**src/rtl/reflet_pwm_multi.sv**
```systemverilog
// reflet_pwm_multi: multi-channel PWM generator with a byte-wide register bus.
// Shadow registers (ctrl, prescale, period, duty[]) are written over the bus and
// copied into the active set only at period start (or continuously while stopped),
// so a period is never disturbed by a reprogramming write.
// Optional center-aligned (up/down) counting is enabled by the macro
// REFLET_PWM_MULTI_CENTER_EN; without it ctrl bit1 reads 0 and only edge mode exists.
module reflet_pwm_multi #(
  parameter int                        base_addr_size = 16,
  parameter logic [base_addr_size-1:0] base_addr      = 16'hFF1A,
  parameter int                        channels       = 4,
  parameter int                        width          = 8
) (
  input  logic                      clk,
  input  logic                      reset,
  input  logic                      enable,
  input  logic [base_addr_size-1:0] addr,
  input  logic [7:0]                data_in,
  output logic [7:0]                data_out,
  input  logic                      write_en,
  output logic [channels-1:0]       out,
  output logic                      sync
);

  localparam logic [base_addr_size-1:0] num_regs = base_addr_size'(4 + 2 * channels);

  // bus decode
  logic [base_addr_size-1:0] offset;
  logic                      decoded;
  logic [4:0]                reg_sel;
  logic [3:0]                ch_sel;

  assign offset  = addr - base_addr;
  assign decoded = enable && (addr >= base_addr) && (offset < num_regs);
  assign reg_sel = offset[4:0];
  assign ch_sel  = reg_sel[4:1] - 4'd2;

  // shadow registers
  logic                run;
  logic                center;
  logic [7:0]          prescale;
  logic [width-1:0]    period;
  logic [width-1:0]    duty [channels];

  // active (per-period) state
  logic [7:0]          pre_cnt;
  logic [width-1:0]    count;
  logic                down;
  logic                running;
  logic [width-1:0]    act_period;
  logic [width-1:0]    act_duty [channels];

  // 16-bit zero-extended views used for byte reads and partial byte writes
  logic [15:0]         period_wide;
  logic [15:0]         duty_wide [16];
  logic [15:0]         period_wr;
  logic [15:0]         duty_wr;

  assign period_wide = 16'(period);

`ifndef REFLET_PWM_MULTI_CENTER_EN
  assign center = 1'b0;
`endif

  // widen duty registers into a fixed 16-entry table; unused entries read 0
  always_comb begin
    for (int i = 0; i < 16; i++) begin
      duty_wide[i] = 16'h0000;
    end
    for (int i = 0; i < channels; i++) begin
      duty_wide[i] = 16'(duty[i]);
    end
  end

  // merge the written byte into the current value; odd offsets hold the high byte
  always_comb begin
    period_wr = period_wide;
    duty_wr   = duty_wide[ch_sel];
    if (reg_sel[0]) begin
      period_wr[15:8] = data_in;
      duty_wr[15:8]   = data_in;
    end else begin
      period_wr[7:0]  = data_in;
      duty_wr[7:0]    = data_in;
    end
  end

  // combinational read mux; undecoded accesses return 0
  always_comb begin
    data_out = 8'h00;
    if (decoded) begin
      case (reg_sel)
        5'd0:    data_out = {6'b000000, center, run};
        5'd1:    data_out = prescale;
        5'd2:    data_out = period_wide[7:0];
        5'd3:    data_out = period_wide[15:8];
        default: data_out = reg_sel[0] ? duty_wide[ch_sel][15:8] : duty_wide[ch_sel][7:0];
      endcase
    end else begin
      data_out = 8'h00;
    end
  end

  // shadow register writes; bits above width are dropped by the slice
  always_ff @(posedge clk or negedge reset) begin
    if (!reset) begin
      run      <= 1'b0;
`ifdef REFLET_PWM_MULTI_CENTER_EN
      center   <= 1'b0;
`endif
      prescale <= 8'h00;
      period   <= '0;
      for (int i = 0; i < channels; i++) begin
        duty[i] <= '0;
      end
    end else if (decoded && write_en) begin
      case (reg_sel)
        5'd0: begin
          run    <= data_in[0];
`ifdef REFLET_PWM_MULTI_CENTER_EN
          center <= data_in[1];
`endif
        end
        5'd1:    prescale <= data_in;
        5'd2:    period   <= period_wr[width-1:0];
        5'd3:    period   <= period_wr[width-1:0];
        default: begin
          for (int i = 0; i < channels; i++) begin
            if (ch_sel == 4'(i)) begin
              duty[i] <= duty_wr[width-1:0];
            end
          end
        end
      endcase
    end
  end

  // tick generation and next counter value; 'start' marks the tick where count becomes 0
  logic                tick;
  logic                start;
  logic [width-1:0]    count_nxt;
  logic                down_nxt;
  logic [channels-1:0] out_nxt;

  // next-state computation of the period counter
  always_comb begin
    tick      = run && (pre_cnt >= prescale);
    start     = 1'b0;
    count_nxt = count;
    down_nxt  = down;
    if (!running) begin
      // first tick after run rises: fresh period at count 0
      count_nxt = '0;
      down_nxt  = 1'b0;
      start     = 1'b1;
    end else if (center && down) begin
      count_nxt = count - width'(1'b1);
      if (count_nxt == '0) begin
        start    = 1'b1;
        down_nxt = 1'b0;
      end else begin
        down_nxt = 1'b1;
      end
    end else if (count >= act_period) begin
      if (center && (act_period != '0)) begin
        count_nxt = count - width'(1'b1);
        if (count_nxt == '0) begin
          start    = 1'b1;
          down_nxt = 1'b0;
        end else begin
          down_nxt = 1'b1;
        end
      end else begin
        count_nxt = '0;
        start     = 1'b1;
      end
    end else begin
      count_nxt = count + width'(1'b1);
    end
  end

  // output compare; the down slope uses <= so center mode stays high 2*duty ticks per period
  always_comb begin
    out_nxt = '0;
    for (int i = 0; i < channels; i++) begin
      if (down_nxt) begin
        out_nxt[i] = (count_nxt <= (start ? duty[i] : act_duty[i]));
      end else begin
        out_nxt[i] = (count_nxt < (start ? duty[i] : act_duty[i]));
      end
    end
  end

  // prescaler, counter, active-set reload and registered outputs
  always_ff @(posedge clk or negedge reset) begin
    if (!reset) begin
      pre_cnt    <= 8'h00;
      count      <= '0;
      down       <= 1'b0;
      running    <= 1'b0;
      out        <= '0;
      sync       <= 1'b0;
      act_period <= '0;
      for (int i = 0; i < channels; i++) begin
        act_duty[i] <= '0;
      end
    end else if (!run) begin
      pre_cnt    <= 8'h00;
      count      <= '0;
      down       <= 1'b0;
      running    <= 1'b0;
      out        <= '0;
      sync       <= 1'b0;
      act_period <= period;
      for (int i = 0; i < channels; i++) begin
        act_duty[i] <= duty[i];
      end
    end else if (tick) begin
      pre_cnt <= 8'h00;
      count   <= count_nxt;
      down    <= down_nxt;
      running <= 1'b1;
      out     <= out_nxt;
      sync    <= start;
      if (start) begin
        act_period <= period;
        for (int i = 0; i < channels; i++) begin
          act_duty[i] <= duty[i];
        end
      end
    end else begin
      pre_cnt <= pre_cnt + 8'd1;
      sync    <= 1'b0;
    end
  end

endmodule
```
**config.mk**
```make
export PLATFORM = sky130hd
export DESIGN_NAME = reflet_pwm_multi
export DESIGN_NICKNAME = d
export VERILOG_FILES = /design/src/rtl/reflet_pwm_multi.sv
export SDC_FILE = /design/constraint.sdc
export NUM_CORES = 1
export LEC_CHECK = 0
export CORE_MARGIN = 1
export CORE_UTILIZATION = 38
export DETAILED_ROUTE_END_ITERATION = 7
export DONT_BUFFER_PORTS = 1
export PLACE_DENSITY_LB_ADDON = 0.3
export SLEW_MARGIN = 10
export SYNTH_ARGS = -nofsm -noshare
export SYNTH_HDL_FRONTEND = slang
export SYNTH_SLANG_ARGS = --single-unit
export TNS_END_PERCENT = 1
```
**constraint.sdc**
```tcl
create_clock -name clk -period 3.6 [get_ports clk]
set_input_delay 0.72 -clock clk [delete_from_list [all_inputs] [get_ports clk]]
set_output_delay 0.72 -clock clk [all_outputs]
set_load 0.01 [all_outputs]
```
======== After elaboration in Yosys (flattened, before gate mapping) ========
Index checks and enable logic that the tools add are counted.
storage, ports and cells
  bits in registers ....................... 112
  input port bits ......................... 28
cells by class
  bitwise operators ....................... 3
  reduce and logical (&&, ||, !) cells .... 16
  equality and inequality tests ........... 8
  multiplexer cells ....................... 38
  $lt $le $gt $ge ......................... 13
  add/subtract/negate cells ............... 4
operators with widths
  cell                                                                    number
  8-bit 2-to-1 mux                                                        16
  32-bit 2-to-1 mux                                                       3
  16-bit binary-select mux with 4-bit select                              1
  8-bit <= comparator                                                     4
  8-bit < comparator                                                      4
  16-bit 2-to-1 mux                                                       2
  8-bit one-hot mux with 4 select lines                                   1
  8-bit by 1-bit adder with 8-bit output (second input constant)          2
  16-bit >= comparator (second input constant)                            1
  8-bit >= comparator                                                     2
  16-bit by 4-bit < comparator with 1-bit output (second input constant)  1
  16-bit subtractor (second input constant)                               1
  3-bit AND reduction                                                     5
  1-bit 2-to-1 mux                                                        13
  5-bit by 2-bit equality test with 1-bit output (second input constant)  2
  4-bit by 2-bit equality test with 1-bit output (second input constant)  2
  4-bit 2-to-1 mux                                                        2
  2-bit AND reduction                                                     3
  5-bit by 1-bit equality test with 1-bit output (second input constant)  1
  5-bit >= comparator (second input constant)                             1
  5-bit logical NOT                                                       1
  4-bit inverter with 5-bit output                                        1
  4-bit by 1-bit equality test with 1-bit output (second input constant)  1
  1-bit logical AND                                                       4
  other kinds (6)                                                         8

======== Logic depth before layout (Yosys ltp) ========
  depth after elaboration ................. 9
  depth in mapped cells ................... 13
  mapped depth without buffers ............ 12

======== Least setup slack after synthesis ========
No wires, ideal clock.
  path type ............................... in2out
  start ................................... input addr[1]
  end ..................................... output data_out[0]
  path buffers ............................ 2
  data arrival time ....................... 3.052 ns
  required time ........................... 2.880 ns
  setup slack ............................. -0.172 ns
  cell stages on the path ................. 10
  cells stage by stage .................... buf_2 -> inv_1 -> ha_1 -> clkbuf_1 -> inv_1 -> ha_1 -> nand3b_1 -> a2111oi_4 -> o211ai_1 -> nor2_1
between the ends
  word-level cells in the longest chain between the ends .. 9
  elaborated cells between the ends (all ways) .. 17
  those cells by class .................... add/sub: 2; order compare: 2; eq/ne: 3; mux: 6; bitwise: 1; reduce/logical: 3
ends and longest elaborated chain
  item                                                    RTL line  text
  start, declared                                         16        input logic [base_addr_size-1:0] addr,
  16-bit subtractor                                       32        assign offset = addr - base_addr;
  4-bit by 2-bit subtractor with 4-bit output             35        assign ch_sel = reg_sel[4:1] - 4'd2;
  4-bit inverter with 5-bit output (not written as such)  96        default: data_out = reg_sel[0] ? duty_wide[ch_sel][15:8] : duty_wide[ch_sel][7:0];
  16-bit binary-select mux with 4-bit select              96
  16-bit 2-to-1 mux (not written as such) (2 in a row)    96
  8-bit 2-to-1 mux                                        96
  8-bit one-hot mux with 4 select lines                   91        case (reg_sel)
  8-bit 2-to-1 mux *                                      90        if (decoded) begin
  end, declared                                           18        output logic [7:0] data_out,
Mark *: on every way between the ends. The rest lies on a longest branch, timed or not. The select of a mux whose other input is x is not followed.

======== Worst setup path in the final report ========
  start ................................... input addr[1]
  end ..................................... output data_out[1]
Same word-level chain as after synthesis.

==> impl_results.md <==
- Synth area leader: dfrtp_1
- Die Width: 136 µm
- IO Port Bufs: 0
- Fin cells: 826
- RSZ-0062 raised after global routing: no
- Clock group share of total power: 0.426
- Number of antenna violations at the first check in global routing: 0
- GR Overflow Total: 0
- Final hold violations: 0
- CTS H-Tree Depth: 3
- Clk slew on worst S/H paths: 80 ps
- Netlist cell types: 51
- Switching Share: 0.241
- Syn Nets: 674
- Startpoint Class: primary input
- Max Freq: 285 MHz
- HPWL after DPL: 12200 µm
- CTS tree: yes
- Fill count: 1595
- Arr. time, crit path: 2790 ps
- Vias in the first global route: 4804
- Status: finished clean
- MaxCap Viol Count: 0
- Internal power: 0.00189 W
- R2r startpoint: count[2]
- Slew at the pin closest to its max-slew limit: 924 ps
- Worst R2R Path Depth: 12
- Setup-failing EPs final: 0
- Synthesized area per cell: 11.6 µm²
- Main synth FF type: dfrtp_1
- Hold crit path type: primary input to async pin
- Gate power share: 0.052
- Grt peak-use layer: met2
- Site row count: 48
- Final Max Slew Viols: 0
- Post-route DRC: 0
- R2R Path End: out[2]
- Gpl congestion: 0.932
- Static Leak: 3.42 nW
- Largest net degree at the start of global routing: 113
- Critical Path RT: 2880 ps
- R2r setup slk: 160 ps
- PD cells: 331 nW/µm²
- Mapped Cells: 589
- Post-synth ARST share: 1.00
- Hold_buf cts: 0
- Clock Root Buffer: clkbuf_16
- Post-Syn Area: 6820 µm²
- DRT antenna net count: 0
- DR vias/cell: 5.77
- CP Max Fanout: 16
- Yosys top cell area share: 0.411
- GRT met1 Usage: 0.259
- Initial DRC Count: 390
- Fin nets: 681
- First-pass GRT wire length: 26700 µm
- Warnings, synthesis: 0
- CTS sink cnt: 112
- Diodes inserted: 0
- Most frequent cells in the layout: dfrtp_1, mux2_2, ha_1, inv_1, mux2i_1
- Dpl cells: 809
- Multi-input logic area: 3790 µm²
- VDD IR-drop max: 322 µV
- Sequential share of the synthesized area: 0.411
- # IOs: 41
- Die area: 18500 µm²
- Sw Pwr: 0.000598 W
- CP Capture Type: output port
- Initial core utilization: 0.391
- Total chip power: 0.00248 W
- Final min period: 3510 ps
- TNS Setup: 0 ps
- Commonest non-fill, non-tap cell in the layout: dfrtp_1
- Area delta synth->final: 10.2%
- Height of the die: 136 µm
- Kind of critical path: primary input to output port
- Met3 GRT Util: 0.0380
- Clock Skews: 10.5 ps
- GR Util met2: 0.310
- Post-Route WL: 16600 µm
- Skew-Pair Late Insertion Delay: 360 ps
- Synth area leaders: dfrtp_1, mux2_2, ha_1, mux2i_1, mux4_2
- Routed wire per std cell: 20.2 µm
- Total global-route track usage: 0.193
- Via count: 4767
- Number of flops mapped to enable cells by yosys: 0
- Final worst-path cycle share: 0.976
- Slew HR: 0.382
- Register Area: 2800 µm²
- Total CTS buffers: 9
- Sequential share of power: 0.522
- Core area: 17400 µm²
- Yosys reg bits: 112
- CTS Buffer Depth: 2
- Detailed Routing Iterations Pass 1: 6
- Share of post-route cells with drive strength above 1: 0.245
## worst max-delay path, cell delays in order
cell and delay, ps:
inv_1 60, ha_1 220, xnor2_1 200, inv_1 70, ha_1 200, xnor3_1 410, and3b_2 290, a222oi_1 360
nor2_1 100, buf_4 150
## what timing repair did
item                       4_1_cts  5_1_grt
gates resized for setup          0        1
setup endpoints to repair        0        8
setup buffers                    0        1
## cells in the mapped netlist, types with 2 or more instances
cell type  count
o21ai_0        7
a21o_1         6
mux2_2        77
a311oi_1       2
a21oi_1       14
mux2_4         8
inv_1         37
ha_1          57
clkbuf_1      15
buf_2          8
a211oi_1      12
dfrtp_1      112
and3_1         3
nor2b_1        5
a222oi_1       7
o31ai_1        3
mux2i_1       37
and3b_1        2
o311a_1        2
o21a_1         2
xnor2_1       14
or3_1          9
nand2b_1       2
nand3_1       15
o22ai_1       16
mux4_2         8
and2_1         7
nand3b_1       3
nor4bb_1       2
nor2_1        20
nand4_1        9
nor3_4         4
xor2_1         3
a2111oi_4      2
o211ai_1       2
or2_2          2
nand2_1       29
nor3_1        13
## routing by layer
layer	up-vias	wire, µm
met4	0	418
met5	-	0
met2	124	8000
met3	23	777
li1	2187	-
met1	2433	7450
## through the flow
step / setup slack, ps / hold WS, ps / utilization / instance area [µm²]
after floorplan: 74.8 / 424 / - / 6820
after global placement: 143 / 427 / 0.413 / 7190
after detailed placement: 50.2 / 427 / 0.413 / 7190
after CTS: 53.8 / 31.7 / 0.431 / 7500
after global routing: 22.2 / 20.1 / 0.431 / 7510
final: 87.3 / 48.9 / 0.431 / 7510
## worst max path at each step
stage | start | endpoint | depth (start not counted)
after floorplan | addr[1] | data_out[0] | 10
after global placement | addr[1] | data_out[1] | 10
after detailed placement | addr[1] | data_out[3] | 9
after CTS | addr[1] | data_out[3] | 9
after global routing | addr[1] | data_out[1] | 10
final | addr[1] | data_out[1] | 10
## power by group through the flow
stage / clock [W] / sequential, W / combinational [W]
detailed placement: 0 / 0.00132 / 0.000127
finish: 0.00106 / 0.00130 / 0.000130
global route: 0.00114 / 0.00130 / 0.000144
CTS: 0.00108 / 0.00130 / 0.000128
floorplan: 0 / 0.00131 / 0.000110
global placement: 0 / 0.00132 / 0.000123
## kinds of logic (layout without fill, tap and decap cells)
group                    count (synthesis)  in the layout  share of synthesized area
XOR/XNOR                                18             18                     0.0252
multiplexers                           130            130                      0.226
AO/OA/AOI/OAI                           82             82                     0.0914
AND/OR/NAND/NOR                        128            128                      0.105
buffers and inverters                   62             74                     0.0367
adder cells (fa/ha/maj)                 57             57                      0.105
flip-flops                             112            112                      0.411
## area by class of cell
type                    count  share of cell area
inverters                  37              0.0185
multi-input cells         415               0.506
repair buffers             21              0.0243
flip-flops and latches    112               0.373
clock buffers               9              0.0300
clock inverters             7              0.0108
well taps                 225              0.0375
## sequential cells by signal, summed over array words and instances (netlist names)
| signal | flops |
|---|---|
| run | 1 |
| count | 8 |
| out | 4 |
| down | 1 |
| prescale | 8 |
| pre_cnt | 8 |
| period | 8 |
| act_period | 8 |
| running | 1 |
| act_duty | 32 |
| sync | 1 |
| duty | 32 |
(Power assumes the default switching activity.)
